**config.mk**
```make
export PLATFORM = sky130hd
export DESIGN_NAME = mips_bus_arbiter
export DESIGN_NICKNAME = d
export VERILOG_FILES = /design/src/rtl/mips_bus_pkg.sv /design/src/rtl/mips_bus_timeout.sv /design/src/rtl/mips_bus_arbiter.sv
export SDC_FILE = /design/constraint.sdc
export NUM_CORES = 1
export LEC_CHECK = 0
export CORE_ASPECT_RATIO = 1.5
export CORE_MARGIN = 10
export CORE_UTILIZATION = 25
export CTS_CLUSTER_SIZE = 25
export DETAILED_ROUTE_END_ITERATION = 10
export HOLD_SLACK_MARGIN = 0.08
export PLACE_DENSITY_LB_ADDON = 0.15
export SLEW_MARGIN = 20
export SYNTH_ARGS = -nofsm -noshare
export SYNTH_HDL_FRONTEND = slang
export SYNTH_HIERARCHICAL = 1
export SYNTH_SLANG_ARGS = --single-unit
```
**constraint.sdc**
```tcl
create_clock -name clk -period 5.34 [get_ports clk]
set_input_delay 1.335 -clock clk [delete_from_list [all_inputs] [get_ports clk]]
set_output_delay 1.335 -clock clk [all_outputs]
set_load 0.005 [all_outputs]
```
**src/rtl/mips_bus_pkg.sv**
```systemverilog
// Shared types and constants for the mips_cpu_bus arbiter slice.
package mips_bus_pkg;

  typedef enum logic [1:0] {IDLE, GNT_I, GNT_D} arb_state_t;

  typedef enum logic {FETCH, DATA} requester_t;

  localparam logic [3:0] BE_WORD = 4'b1111;

endpackage

```
**src/rtl/mips_bus_timeout.sv**
```systemverilog
// Waitrequest watchdog: counts consecutive stalled granted cycles and pulses
// expire_o in the cycle the limit is reached.
module mips_bus_timeout #(
  parameter int TIMEOUT_CYCLES = 255,
  parameter int CNT_W          = $clog2(TIMEOUT_CYCLES + 1)
) (
  input  logic clk,
  input  logic reset,
  input  logic enable_i,
  input  logic clear_i,
  output logic expire_o
);

  localparam logic [CNT_W-1:0] LAST_COUNT = CNT_W'(TIMEOUT_CYCLES - 1);

  logic [CNT_W-1:0] count_q, count_d;

  assign expire_o = enable_i && (count_q == LAST_COUNT);

  always_comb begin
    count_d = count_q;
    if (clear_i || expire_o) begin
      count_d = '0;
    end else if (enable_i) begin
      count_d = count_q + 1'b1;
    end
  end

  always_ff @(posedge clk) begin
    if (reset) begin
      count_q <= '0;
    end else begin
      count_q <= count_d;
    end
  end

endmodule

```
**src/rtl/mips_bus_arbiter.sv**
```systemverilog
// Round-robin arbiter sharing one Avalon-style bus between instruction fetch
// and data accesses, with a waitrequest watchdog and sticky bus_error.
module mips_bus_arbiter
  import mips_bus_pkg::*;
#(
  parameter  int TIMEOUT_CYCLES = 255,
  localparam int CNT_W          = $clog2(TIMEOUT_CYCLES + 1)
) (
  input  logic        clk,
  input  logic        reset,
  input  logic [31:0] i_address,
  input  logic        i_read,
  output logic        i_waitrequest,
  output logic [31:0] i_readdata,
  input  logic [31:0] d_address,
  input  logic        d_read,
  input  logic        d_write,
  input  logic [3:0]  d_byteenable,
  input  logic [31:0] d_writedata,
  output logic        d_waitrequest,
  output logic [31:0] d_readdata,
  output logic [31:0] m_address,
  output logic        m_read,
  output logic        m_write,
  output logic [3:0]  m_byteenable,
  output logic [31:0] m_writedata,
  input  logic        m_waitrequest,
  input  logic [31:0] m_readdata,
  output logic        bus_error
);

  arb_state_t state_q, state_d, cur_state;
  requester_t last_served_q, last_served_d;
  logic       bus_error_q, bus_error_d;
  logic       d_req, grant_req, stall_en, expire;

  // Outputs look idle while reset is held, even before the reset edge lands.
  assign cur_state = reset ? IDLE : state_q;
  assign d_req     = d_read || d_write;
  assign grant_req = ((cur_state == GNT_I) && i_read) || ((cur_state == GNT_D) && d_req);
  assign stall_en  = grant_req && m_waitrequest;
  assign bus_error = bus_error_q;

  mips_bus_timeout #(
    .TIMEOUT_CYCLES(TIMEOUT_CYCLES),
    .CNT_W         (CNT_W)
  ) u_timeout (
    .clk     (clk),
    .reset   (reset),
    .enable_i(stall_en),
    .clear_i (!stall_en),
    .expire_o(expire)
  );

  always_comb begin
    state_d       = state_q;
    last_served_d = last_served_q;
    bus_error_d   = bus_error_q || expire;
    m_address     = '0;
    m_read        = 1'b0;
    m_write       = 1'b0;
    m_byteenable  = '0;
    m_writedata   = '0;
    i_waitrequest = 1'b1;
    d_waitrequest = 1'b1;
    i_readdata    = '0;
    d_readdata    = '0;
    unique case (cur_state)
      IDLE: begin
        if (i_read && d_req) begin
          state_d = (last_served_q == FETCH) ? GNT_D : GNT_I;
        end else if (i_read) begin
          state_d = GNT_I;
        end else if (d_req) begin
          state_d = GNT_D;
        end
      end
      GNT_I: begin
        m_address    = i_address;
        m_read       = i_read;
        m_byteenable = BE_WORD;
        // A withdrawn request just releases the bus without completing.
        if (!i_read) begin
          state_d = IDLE;
        end else if (!m_waitrequest || expire) begin
          i_waitrequest = 1'b0;
          i_readdata    = expire ? 32'h0 : m_readdata;
          state_d       = IDLE;
          last_served_d = FETCH;
        end
      end
      GNT_D: begin
        m_address    = d_address;
        m_read       = d_read && !d_write;
        m_write      = d_write;
        m_byteenable = d_byteenable;
        m_writedata  = d_writedata;
        if (!d_req) begin
          state_d = IDLE;
        end else if (!m_waitrequest || expire) begin
          d_waitrequest = 1'b0;
          d_readdata    = expire ? 32'h0 : m_readdata;
          state_d       = IDLE;
          last_served_d = DATA;
        end
      end
      default: state_d = IDLE;
    endcase
  end

  always_ff @(posedge clk) begin
    if (reset) begin
      state_q       <= IDLE;
      last_served_q <= FETCH;
      bus_error_q   <= 1'b0;
    end else begin
      state_q       <= state_d;
      last_served_q <= last_served_d;
      bus_error_q   <= bus_error_d;
    end
  end

endmodule

```
==> impl_metrics.yaml <==
power_and_ir_drop:
  power_density_mw_per_mm2: 97.25
  swShare: 0.2466
  p_leak_uw: 0.001991
  peakVddDrop_v: 0.00008382
  p_sw_uw: 120.7
  p_clk_frac: 0.315
  pwr-share-comb: 0.495
  seqPwrFrac: 0.190
  p_int_uw: 368.8
clocking:
  cts_tree: "done"
  cts_hold_buf: 0
  cts_buffer_depth: 2
  numCtsBuffers: 3
  path_clk_slew_ns: 0.05
  cts.sinks: 12
  insertion_delay_ns: 0.24
  cts_root_buffer: "clkbuf_16"
  cts_max_level: 1
finish:
  layout-drive-gt1-share: 0.06061
  instances_no_fill: 666
  multiInputGateArea_mm2: 0.001623
  finish.utilization: 0.6366
  nFillCells: 718
  finish.instance_area_mm2: 0.005034
  antennaDiodeCount: 0
  layout_commonest_cell: "clkdlybuf4s50_1"
  area.growth.synth_to_final_pct: 151.0
  fin_nets: 706
  register_area_um2: 240.2
  final_cell_mix: "clkdlybuf4s50_1 (273), and3_1 (64), nor2b_1 (36)"
synth:
  avgSynthCellArea_um2: 6.845
  synth_fp_nets: 437
  ys_seq_area_frac: 0.1198
  async_flop_share: 0
  ys.warnings.count: 6
  synth_cell_types: 43
  syn_inst: 293
  synth_largest_area_cell: "and3_1"
  syn_area_mm2: 0.002006
  synth_edf_count: 0
  synth.area.top_cells: "and3_1 (20%), dfxtp_1 (12%), a22oi_1 (12%)"
  yosys.area.top_type_share: 0.1996
  synthFlopType: "dfxtp_1"
  ys_ff_latch: 12
drt:
  routed_wirelength_mm: 13.75
  drc: 0
  vias_per_cell: 4.778
  via_count: 3182
  routedWlPerCell_um: 20.64
  first_pass_iters: 4
  initialDrtViolationCount: 83
  ant_nets: 0
sta:
  rsz0062_at_grt: "no"
  setup_viol: 0
  setup_slack_ns: 0.2656
  slew_violations: 0
  min_period_ns: 5.074
  slew_headroom: 0.5867
  finalCritPeriodShare: 0.9503
  max_slew.worst_pin.slew_ns: 0.6147
  skew_ns: 0.003420
  timing.fmax_ghz: 0.1971
  hold_violations: 0
place:
  io_buffers: 274
  placed_area_mm2: 0.004891
  dp_cells: 660
  gp_congestion: 0.9058
  place_ws_ns: -0.07516
  dp_hpwl_mm: 11.74
floorplanning:
  fp.dieH_um: 129.7
  design.die.area_mm2: 0.01208
  coreArea_mm2: 0.007908
  die_w_um: 93.14
  io_pins: 275
  rows: 40
  initial_utilization: 0.2536
critical_path:
  arrival_ns: 3.74
  critPathLaunch: "reset"
  cpMostUsedCell: "inv_1"
  path_buf_inv: 6
  r2r_start: "state_q[0]"
  crit_fanout: 32
  setup.worst_path.class: "input pin to output pin"
  max_stage_delay_ns: 0.51
  path_cells: "dlygate4sd2_1 > nand2b_4 > inv_1 > ha_1 > o21a_2 > o21ai_1 > inv_1 > nand3_4 > nor3_2 > nor2_2 > buf_4 > buf_16 > and3_1 > clkdlybuf4s50_1"
  end_kind: "output pin"
  crit_family: "buffers and inverters"
  cp.required_ns: 4.01
  cp-start-kind: "input pin"
  cp_slowest_cell: "clkdlybuf4s50_1"
job:
  cap_viol_max_count: 0
hold_path:
  min-delay-start: "last_served_q"
  hold_path_class: "flip-flop to flip-flop"
global_route:
  grt.total_usage: 0.2052
  grt_pass1_vias: 3165
  overflow: 0
  antenna_found_initial: 0
  grt_pass1_wl_mm: 19.35
  grt_start_max_net_pins: 42
status:
  status: "finished clean"
sequential cells by signal, summed over array words and instances, names as in the netlist:
signal / count
last_served_q: 1
bus_error: 1
state_q: 2
u_timeout/count_q: 8
synth_stat cells (all sizes together) (2+ instances only):
library cell  instances
a21oi                 6
a22oi                32
and2                 34
and3                 64
buf                  10
clkbuf               20
dfxtp                12
ha                    6
inv                   7
nand2                10
nand2b                6
nand3                 3
nand3b                3
nand4                 2
nor2                 11
nor2b                36
nor4                  2
o21ai                 4
o31ai                 3
or3                   2
xnor2                 2
xor2                  2
cell families (layout without fill, tap and decap cells):
| logic type | after synthesis | after routing | synth area share |
|---|---|---|---|
| mux | 1 | 1 | 0.004991 |
| xor+xnor | 4 | 4 | 0.01747 |
| fa+ha+maj | 6 | 6 | 0.03743 |
| simple gates | 177 | 177 | 0.5365 |
| compound gates | 56 | 56 | 0.2028 |
| buf+inv | 37 | 305 | 0.08109 |
| flops | 12 | 12 | 0.1198 |
path summary, 6_finish.rpt:
kind	cells past startpoint	slack (ns)	endpoint
max	14	0.27	d_readdata[15]
min	2	0.48	last_served_q
max reg2reg	12	3.17	last_served_q
min reg2reg	2	0.48	last_served_q
metal layers:
metal,track usage,up-vias,share of wire
li1,-,1570,-
met3,0.08856,10,0.10
met4,0.04827,0,0.014
met5,0,-,0
met1,0.2156,1432,0.38
met2,0.3670,170,0.50
per-stage QoR:
stage | TNS (ns) | total power (µW) | hold WS, ns
floorplan | 0 | 164.3 | 0.4482
global placement | -0.001092 | 330.1 | 0.4602
detailed placement | -1.531 | 333.4 | 0.4780
CTS | 0 | 496.4 | 0.4861
global route | 0 | 515.9 | 0.5048
finish | 0 | 489.5 | 0.4843
tightest hold or removal path, cell delays in order, from the launching register on:
cell,delay (ns)
dfxtp_1,0.31
nand2b_1,0.06
mux2i_1,0.06
what timing repair did:
item,CTS,global route
setup buffers,1,0
pin swaps,1,0
endpoints found under the setup margin,65,21
cloned,1,0
resized for setup,5,1
power by group through the flow:
stage,sequential (µW),combinational (µW),clock [µW]
3_3_place_gp,93.9,236,0
6_report,93.0,242,154
2_1_floorplan,93.5,70.8,0
4_1_cts,92.8,245,159
3_5_place_dp,93.9,240,0
5_1_grt,92.9,260,163
area by class of cell:
| class | instances | area share |
|---|---|---|
| inverter | 7 | 0.005220 |
| sequential | 12 | 0.04773 |
| tap | 105 | 0.02610 |
| multi-input combinational | 244 | 0.3224 |
| clock buffer | 4 | 0.01765 |
| timing repair buffer | 294 | 0.5809 |
(Power assumes the default switching activity.)
